$ cat src/rtl/picorv32_axi_sram_slave.sv
`default_nettype none
// ============================================================================
// Module      : picorv32_axi_sram_slave
// Description : AXI4-lite slave bridging a core's memory port to one
//               synchronous single-port SRAM, with out-of-window absorption.
// Revision    : 1.0 - initial release
// ============================================================================
module picorv32_axi_sram_slave #(
    parameter logic [31:0] ADDR_BASE     = 32'h0000_0000,
    parameter int          MEM_ADDR_BITS = 14,
    parameter int          READ_LATENCY  = 1
) (
    input  logic                     clk,
    input  logic                     reset,
    input  logic                     mem_axi_awvalid,
    output logic                     mem_axi_awready,
    input  logic [31:0]              mem_axi_awaddr,
    input  logic [2:0]               mem_axi_awprot,
    input  logic                     mem_axi_wvalid,
    output logic                     mem_axi_wready,
    input  logic [31:0]              mem_axi_wdata,
    input  logic [3:0]               mem_axi_wstrb,
    output logic                     mem_axi_bvalid,
    input  logic                     mem_axi_bready,
    input  logic                     mem_axi_arvalid,
    output logic                     mem_axi_arready,
    input  logic [31:0]              mem_axi_araddr,
    input  logic [2:0]               mem_axi_arprot,
    output logic                     mem_axi_rvalid,
    input  logic                     mem_axi_rready,
    output logic [31:0]              mem_axi_rdata,
    output logic                     sram_en,
    output logic [3:0]               sram_we,
    output logic [MEM_ADDR_BITS-1:0] sram_addr,
    output logic [31:0]              sram_wdata,
    input  logic [31:0]              sram_rdata,
    output logic                     decode_err,
    output logic [7:0]               err_count
);

    typedef enum logic [2:0] {
        ST_IDLE     = 3'd0,
        ST_WR       = 3'd1,
        ST_WRESP    = 3'd2,
        ST_RD_ISSUE = 3'd3,
        ST_RD_WAIT  = 3'd4,
        ST_RRESP    = 3'd5
    } state_t;

    localparam logic [31:0] c_win_mask  = 32'((64'd4 << MEM_ADDR_BITS) - 64'd1);
    localparam logic [2:0]  c_wait_init = (READ_LATENCY > 1) ? 3'(READ_LATENCY - 2) : 3'd0;

    state_t                   r_state_q,      w_state_d;
    logic                     r_aw_held_q,    w_aw_held_d;
    logic [31:0]              r_awaddr_q,     w_awaddr_d;
    logic                     r_w_held_q,     w_w_held_d;
    logic [31:0]              r_wdata_q,      w_wdata_d;
    logic [3:0]               r_wstrb_q,      w_wstrb_d;
    logic                     r_awready_q,    w_awready_d;
    logic                     r_wready_q,     w_wready_d;
    logic                     r_bvalid_q,     w_bvalid_d;
    logic                     r_rvalid_q,     w_rvalid_d;
    logic [31:0]              r_rdata_q,      w_rdata_d;
    logic                     r_rdata_live_q, w_rdata_live_d;
    logic                     r_sram_en_q,    w_sram_en_d;
    logic [3:0]               r_sram_we_q,    w_sram_we_d;
    logic [MEM_ADDR_BITS-1:0] r_sram_addr_q,  w_sram_addr_d;
    logic [31:0]              r_sram_wdata_q, w_sram_wdata_d;
    logic                     r_decode_err_q, w_decode_err_d;
    logic [7:0]               r_err_count_q,  w_err_count_d;
    logic                     r_prio_rd_q,    w_prio_rd_d;
    logic [2:0]               r_wait_cnt_q,   w_wait_cnt_d;

    logic w_wr_req;
    logic w_grant_rd;
    logic w_grant_wr;
    logic w_err;
    logic w_unused;

    function automatic logic f_in_window(input logic [31:0] a);
        return (a & ~c_win_mask) == ADDR_BASE;
    endfunction

    assign w_wr_req   = r_aw_held_q && r_w_held_q;
    assign w_grant_rd = (r_state_q == ST_IDLE) && mem_axi_arvalid && (!w_wr_req || r_prio_rd_q);
    assign w_grant_wr = (r_state_q == ST_IDLE) && w_wr_req && !w_grant_rd;

    always_comb begin
        w_state_d      = r_state_q;
        w_aw_held_d    = r_aw_held_q;
        w_awaddr_d     = r_awaddr_q;
        w_w_held_d     = r_w_held_q;
        w_wdata_d      = r_wdata_q;
        w_wstrb_d      = r_wstrb_q;
        w_bvalid_d     = r_bvalid_q;
        w_rvalid_d     = r_rvalid_q;
        w_rdata_d      = r_rdata_live_q ? sram_rdata : r_rdata_q;
        w_rdata_live_d = 1'b0;
        w_sram_en_d    = 1'b0;
        w_sram_we_d    = 4'h0;
        w_sram_addr_d  = r_sram_addr_q;
        w_sram_wdata_d = r_sram_wdata_q;
        w_prio_rd_d    = r_prio_rd_q;
        w_wait_cnt_d   = r_wait_cnt_q;
        w_err          = 1'b0;

        if (mem_axi_awvalid && r_awready_q) begin
            w_aw_held_d = 1'b1;
            w_awaddr_d  = mem_axi_awaddr;
        end
        if (mem_axi_wvalid && r_wready_q) begin
            w_w_held_d = 1'b1;
            w_wdata_d  = mem_axi_wdata;
            w_wstrb_d  = mem_axi_wstrb;
        end

        case (r_state_q)
            ST_IDLE: begin
                if (w_grant_wr) begin
                    w_state_d   = ST_WR;
                    w_aw_held_d = 1'b0;
                    w_w_held_d  = 1'b0;
                    w_prio_rd_d = 1'b1;
                    if (!f_in_window(r_awaddr_q)) begin
                        w_err = 1'b1;
                    end else if (r_wstrb_q != 4'h0) begin
                        // an all-zero strobe would look like a read to the SRAM
                        w_sram_en_d    = 1'b1;
                        w_sram_we_d    = r_wstrb_q;
                        w_sram_addr_d  = r_awaddr_q[MEM_ADDR_BITS+1:2];
                        w_sram_wdata_d = r_wdata_q;
                    end
                end else if (w_grant_rd) begin
                    w_prio_rd_d = 1'b0;
                    if (f_in_window(mem_axi_araddr)) begin
                        w_state_d     = ST_RD_ISSUE;
                        w_sram_en_d   = 1'b1;
                        w_sram_addr_d = mem_axi_araddr[MEM_ADDR_BITS+1:2];
                    end else begin
                        w_state_d  = ST_RRESP;
                        w_rvalid_d = 1'b1;
                        w_rdata_d  = 32'h0000_0000;
                        w_err      = 1'b1;
                    end
                end
            end
            ST_WR: begin
                w_state_d  = ST_WRESP;
                w_bvalid_d = 1'b1;
            end
            ST_WRESP: begin
                if (mem_axi_bready) begin
                    w_state_d  = ST_IDLE;
                    w_bvalid_d = 1'b0;
                end
            end
            ST_RD_ISSUE: begin
                if (READ_LATENCY <= 1) begin
                    w_state_d      = ST_RRESP;
                    w_rvalid_d     = 1'b1;
                    w_rdata_live_d = 1'b1;
                end else begin
                    w_state_d    = ST_RD_WAIT;
                    w_wait_cnt_d = c_wait_init;
                end
            end
            ST_RD_WAIT: begin
                if (r_wait_cnt_q == 3'd0) begin
                    w_state_d      = ST_RRESP;
                    w_rvalid_d     = 1'b1;
                    w_rdata_live_d = 1'b1;
                end else begin
                    w_wait_cnt_d = r_wait_cnt_q - 3'd1;
                end
            end
            ST_RRESP: begin
                if (mem_axi_rready) begin
                    w_state_d  = ST_IDLE;
                    w_rvalid_d = 1'b0;
                end
            end
            default: begin
                w_state_d = ST_IDLE;
            end
        endcase

        w_awready_d    = !w_aw_held_d;
        w_wready_d     = !w_w_held_d;
        w_decode_err_d = r_decode_err_q | w_err;
        w_err_count_d  = (w_err && (r_err_count_q != 8'hFF)) ? r_err_count_q + 8'd1 : r_err_count_q;
    end

    always_ff @(posedge clk or posedge reset) begin
        if (reset) begin
            r_state_q      <= ST_IDLE;
            r_aw_held_q    <= 1'b0;
            r_awaddr_q     <= 32'h0;
            r_w_held_q     <= 1'b0;
            r_wdata_q      <= 32'h0;
            r_wstrb_q      <= 4'h0;
            r_awready_q    <= 1'b0;
            r_wready_q     <= 1'b0;
            r_bvalid_q     <= 1'b0;
            r_rvalid_q     <= 1'b0;
            r_rdata_q      <= 32'h0;
            r_rdata_live_q <= 1'b0;
            r_sram_en_q    <= 1'b0;
            r_sram_we_q    <= 4'h0;
            r_sram_addr_q  <= '0;
            r_sram_wdata_q <= 32'h0;
            r_decode_err_q <= 1'b0;
            r_err_count_q  <= 8'h0;
            r_prio_rd_q    <= 1'b1;
            r_wait_cnt_q   <= 3'd0;
        end else begin
            r_state_q      <= w_state_d;
            r_aw_held_q    <= w_aw_held_d;
            r_awaddr_q     <= w_awaddr_d;
            r_w_held_q     <= w_w_held_d;
            r_wdata_q      <= w_wdata_d;
            r_wstrb_q      <= w_wstrb_d;
            r_awready_q    <= w_awready_d;
            r_wready_q     <= w_wready_d;
            r_bvalid_q     <= w_bvalid_d;
            r_rvalid_q     <= w_rvalid_d;
            r_rdata_q      <= w_rdata_d;
            r_rdata_live_q <= w_rdata_live_d;
            r_sram_en_q    <= w_sram_en_d;
            r_sram_we_q    <= w_sram_we_d;
            r_sram_addr_q  <= w_sram_addr_d;
            r_sram_wdata_q <= w_sram_wdata_d;
            r_decode_err_q <= w_decode_err_d;
            r_err_count_q  <= w_err_count_d;
            r_prio_rd_q    <= w_prio_rd_d;
            r_wait_cnt_q   <= w_wait_cnt_d;
        end
    end

    // first RRESP cycle passes the SRAM output through; later cycles replay the capture
    assign mem_axi_rdata   = r_rdata_live_q ? sram_rdata : r_rdata_q;
    assign mem_axi_awready = r_awready_q;
    assign mem_axi_wready  = r_wready_q;
    assign mem_axi_bvalid  = r_bvalid_q;
    assign mem_axi_arready = w_grant_rd;
    assign mem_axi_rvalid  = r_rvalid_q;
    assign sram_en         = r_sram_en_q;
    assign sram_we         = r_sram_we_q;
    assign sram_addr       = r_sram_addr_q;
    assign sram_wdata      = r_sram_wdata_q;
    assign decode_err      = r_decode_err_q;
    assign err_count       = r_err_count_q;

    assign w_unused = ^{mem_axi_awprot, mem_axi_arprot, mem_axi_araddr[1:0], r_awaddr_q[1:0]};

endmodule
`default_nettype wire

$ cat config.mk
export PLATFORM = sky130hd
export DESIGN_NAME = picorv32_axi_sram_slave
export DESIGN_NICKNAME = d
export VERILOG_FILES = /design/src/rtl/picorv32_axi_sram_slave.sv
export SDC_FILE = /design/constraint.sdc
export NUM_CORES = 1
export LEC_CHECK = 0
export CORE_ASPECT_RATIO = 1.5
export CORE_MARGIN = 2
export CORE_UTILIZATION = 46
export CTS_CLUSTER_SIZE = 28
export DETAILED_ROUTE_END_ITERATION = 8
export PLACE_DENSITY = 0.88
export RECOVER_POWER = 25
export SYNTH_ARGS = -nofsm -noshare
export SYNTH_HDL_FRONTEND = slang
export SYNTH_SLANG_ARGS = --single-unit
$ cat constraint.sdc
create_clock -name clk -period 6.5 [get_ports clk]
set_input_delay 1.3 -clock clk [delete_from_list [all_inputs] [get_ports clk]]
set_output_delay 1.3 -clock clk [all_outputs]
set_load 0.01 [all_outputs]
# Yosys cells after proc, flatten, opt, wreduce, memory -nomap -nowiden
# Cells that the tools add are included.
[classes]
n_addsub = 2
n_eq_ne = 15
mux = 50
bitwise_logic = 2
n_reduce_logical = 29
[op_table]
columns = ["op", "count"]
rows = [
  ["$mux 32", 5],
  ["$mux 14", 5],
  ["$logic_not 32->1", 2],
  ["$mux 1", 26],
  ["$mux 3", 6],
  ["$pmux 3 s6", 1],
  ["$mux 4", 4],
  ["$ne 2x2->1 const B", 6],
  ["$add 8x1->8 const B", 1],
  ["$logic_and 1x1->1", 8],
  ["$ne 8x8->1 const B", 1],
  ["$reduce_and 4->1", 2],
  ["$reduce_bool 4->1", 2],
  ["$eq 3x2->1 const B", 2],
  ["$eq 3x3->1 const B", 2],
  ["$logic_not 3->1", 2],
  ["$reduce_and 2->1", 3],
  ["$reduce_and 6->1", 1],
  ["$reduce_bool 2->1", 3],
  ["$reduce_and 5->1", 1],
  ["$logic_not 1->1", 4],
  ["$ne 2x1->1 const B", 2],
  ["$pmux 1 s2", 2],
  ["$pmux 1 s4", 1],
  ["other kinds (6)", 6],
]
[word_totals]
register_bits = 174
inputBits = 145
output_inout_bits = 97
wordCells = 118

# Logic depth before layout (Yosys ltp)
[logic_depth]
ltp_word = 9
depth_mapped = 8
mapped_depth_nobuf = 8

# Worst setup path after synthesis
# OpenSTA, ideal clock, no wires.
[synth_timing]
path_type = "input-to-output"
start = "in sram_rdata[0]"
end = "out mem_axi_rdata[0]"
arrival_ns = 1.581
required_time_ns = 5.200
slack_ns = 3.619
cell_stages = 1
path_buffers = 0
cell_sequence = "mux2_2"
[synth_via]
elab_chain_len = 1
[synth_rtl]
columns = ["item", "line", "rtl"]
rows = [
  ["start, declared", "36", "input logic [31:0] sram_rdata,"],
  ["$mux 32", "240", "assign mem_axi_rdata = r_rdata_live_q ? sram_rdata : r_rdata_q;"],
  ["end, declared", "31", "output logic [31:0] mem_axi_rdata,"],
]
# Every way passes these cells.

# Worst setup path after layout
[layout_timing]
start = "in mem_axi_arvalid"
end = "out mem_axi_arready"
[layout_via]
elab_chain_len = 2
[layout_rtl]
columns = ["item", "line", "rtl"]
rows = [
  ["start, declared", "25", "input logic mem_axi_arvalid,"],
  ["$logic_and 1x1->1 (2 in series)", "85", "assign w_grant_rd = (r_state_q == ST_IDLE) && mem_axi_arvalid && (!w_wr_req || r_prio_rd_q);"],
  ["end, declared", "26", "output logic mem_axi_arready,"],
]
# Every way passes these cells.

==> reports/results.md <==
Outcome
- status: finished, violations left
- violations in the final reports: capacitance limit, slew limit

Layout
- area taken by multi-input logic gates: 2620 um2
- proportion of layout cells with a drive suffix above 1: 0.243
- Antenna Diode Count: 0
- Area growth syn-to-layout: 43.7%
- number of filler cells placed in the layout: 1,078
- footprint of the flip-flops and latches: 4310 um2
- Post-Layout Cell Count: 964
- number of nets in the finished design: 900

Route
- antenna-violating nets left: 0
- average vias per placed instance: 5.04
- drc violations: 0
- via count: 4,862
- Avg WL per Cell: 17.3 um
- total routed wirelength: 16,700 um
- number of detailed-route iterations in the first pass: 4
- starting DRC count in detailed routing: 152

Power and ir drop
- areal power density over the cells: 383 nW/um2
- Psw: 1180 uW
- portion of total power attributed to sequential cells: 0.422
- Max IR drop VDD: 0.231 mV
- fraction of power consumed by the clock network: 0.252
- fraction of power spent switching nets: 0.304
- internal power of the cells: 2700 uW
- total leakage power: 0.00451 uW
- combinational share of power: 0.325
- Power Total: 3880 uW

Timing
- time the worst path needs with I/O delays and setup: 4060 ps
- number of setup violations in the final report: 0
- unrepaired setup endpoints after global routing: no
- hold slack final: 475 ps
- part of the cycle the worst path needs: 0.624
- top achievable clock speed: 0.246 GHz
- Slew @ Worst Pin: 2540 ps
- final worst clock skew: 10.4 ps
- Final Hold Violating Endpoints: 0
- final-report max-slew violation count: 157
- final setup TNS: 0 ps
- remaining max-slew budget at the tightest pin: -0.696

Worst setup path
- slowest library cell on the worst path: dlygate4sd3_1
- type of element launching the critical path: input port
- peak per-stage delay on the critical path: 630 ps
- worst-path maximum fanout: 5
- top cell family by delay on the critical path: buffers and inverters
- Cell Chain, Critical Path: dlygate4sd3_1 -> o211a_1 -> clkdlybuf4s50_1
- category of the critical setup timing path: in2out
- type of element capturing the critical path: output pin
- critical path arrival: 2760 ps
- data required time at the worst endpoint: 5200 ps
- buffering stage count on the worst path with inverters included: 2

Floorplan
- standard cell core area: 15,100 um2
- count of standard-cell rows: 55
- die width: 105 um
- Chip Height: 156 um
- Initial Util: 0.468
- Top-Level Pins: 242
- area of the die: 16,400 um2

Synthesis
- netlist area before placement: 7060 um2
- cell types with the largest area share after synthesis: dfrtp_1, mux2_2, nor2b_1
- synthesized area divided by synthesized cell count: 13.5 um2
- YS warnings: 0
- predominant post-synthesis flop cell: dfrtp_1
- count of state elements after synthesis: 172
- net count after synthesis: 669
- number of distinct library cells after synthesis: 40
- area leader, netlist: dfrtp_1
- Yosys top cell area share: 0.606
- instance count of the mapped netlist: 521
- sequential-to-total area share from yosys stat: 0.610
- FFs w/ async S/R, synth: 1.00
- number of synthesized flops with an enable pin: 0

Global routing
- number of antenna violations at the first check in global routing: 1
- total global-route track usage: 0.208
- wire length of the first global-routing pass: 26,500 um
- pin count of the biggest net entering global routing: 125
- grt total ovfl: 0
- vias in the first global route: 5,212

CTS
- Bufs on Longest Clock Path: 2
- number of H-tree branching levels: 4
- count of hold-fix buffers inserted at cts: 0
- clock-pin transition on the worst setup and hold timing paths: 70 ps
- number of gates given a new drive strength after cts: 0
- number of clock sinks: 172
- total clock buffers created by CTS: 17
- clock tree from TritonCTS: yes
- clock tree root driver cell: clkbuf_16
- clock insertion delay at the later pin of the skew report: 410 ps
- total setup buffers inserted after CTS: 0

Placement
- input/output buffers: 231
- placed instance count: 932
- gp weighted congestion: 0.773
- detailed placer's ending HPWL: 12,400 um

Job
- maxcap violations: 2

Hold path
- worst min-delay path class: reg2reg

## registers in the layout (all words and copies together) (netlist names), 3 cells and up
name          cells
sram_addr        14
r_awaddr_q       30
r_wstrb_q         4
r_rdata_q        32
err_count         8
r_wdata_q        32
sram_we           4
r_wait_cnt_q      3
r_state_q         3
sram_wdata       32
## cell usage after synthesis (5+ instances only)
cell type,n
and2_1,6
mux2_4,9
inv_1,10
nor4_1,9
mux2_2,136
nand2_1,54
nor2b_1,35
dfrtp_1,171
xor2_1,6
a21oi_1,5
o21ai_0,6
clkbuf_1,14
nor2_1,15
## metrics by stage
stage	cell area, um2	setup slack [ps]	utilization
global route	10100	2140	0.673
global placement	9560	2270	0.634
CTS	10100	2490	0.673
finish	10100	2440	0.673
floorplan	7060	542	-
detailed placement	9560	2150	0.634
## area by class of cell
class / count / area share
tap: 199 / 0.0246
clock inverter: 14 / 0.0144
multi-input combinational: 316 / 0.258
clock buffer: 18 / 0.0433
inverter: 10 / 0.00407
timing repair buffer: 235 / 0.231
sequential: 172 / 0.425
## final timing paths
| check | start | endpoint | cells past startpoint | slack [ps] |
|---|---|---|---|---|
| setup / recovery | mem_axi_arvalid | mem_axi_arready | 3 | 2440 |
| hold / removal | decode_err | decode_err | 1 | 470 |
| setup reg to reg | r_state_q[0] | sram_addr[13] | 6 | 3330 |
| hold reg to reg | decode_err | decode_err | 1 | 470 |
| max in group asynchronous | reset | r_wdata_q[15] | 3 | 2720 |
| min in group asynchronous | reset | r_rdata_q[5] | 2 | 2140 |
## per-layer routing
layer	GRT usage	wire (um)
met1	0.227	6110
met2	0.370	9030
met3	0.0581	921
met4	0.105	634
met5	0	13
## layout by cell type, fill, tap and decap left out, types with 6 or more instances in the layout
cell type,count
nor2b_1,35
nand2_1,54
inv_1,9
dfrtp_1,171
and2_1,6
nor2_1,15
mux2_4,9
mux2_2,136
nor4_1,9
clkdlybuf4s50_1,226
clkbuf_16,17
o21ai_0,6
xor2_1,6
## power by group through the flow
| stage | registers [uW] | logic [uW] | clock network, uW |
|---|---|---|---|
| detailed placement | 1660 | 1280 | 0 |
| CTS | 1640 | 1280 | 1000 |
| global route | 1680 | 1380 | 1050 |
| global placement | 1620 | 1220 | 0 |
| finish | 1640 | 1260 | 980 |
| floorplan | 1560 | 811 | 0 |
## logic make-up after synthesis
logic type,after synthesis,synth area share
AND/OR/NAND/NOR,136,0.0963
adder cells (fa/ha/maj),3,0.00532
flip-flops,172,0.610
XOR/XNOR,7,0.00869
AO/OA/AOI/OAI,25,0.0241
multiplexers,145,0.236
buffers and inverters,33,0.0193
Power figures use the tool's default switching activity.
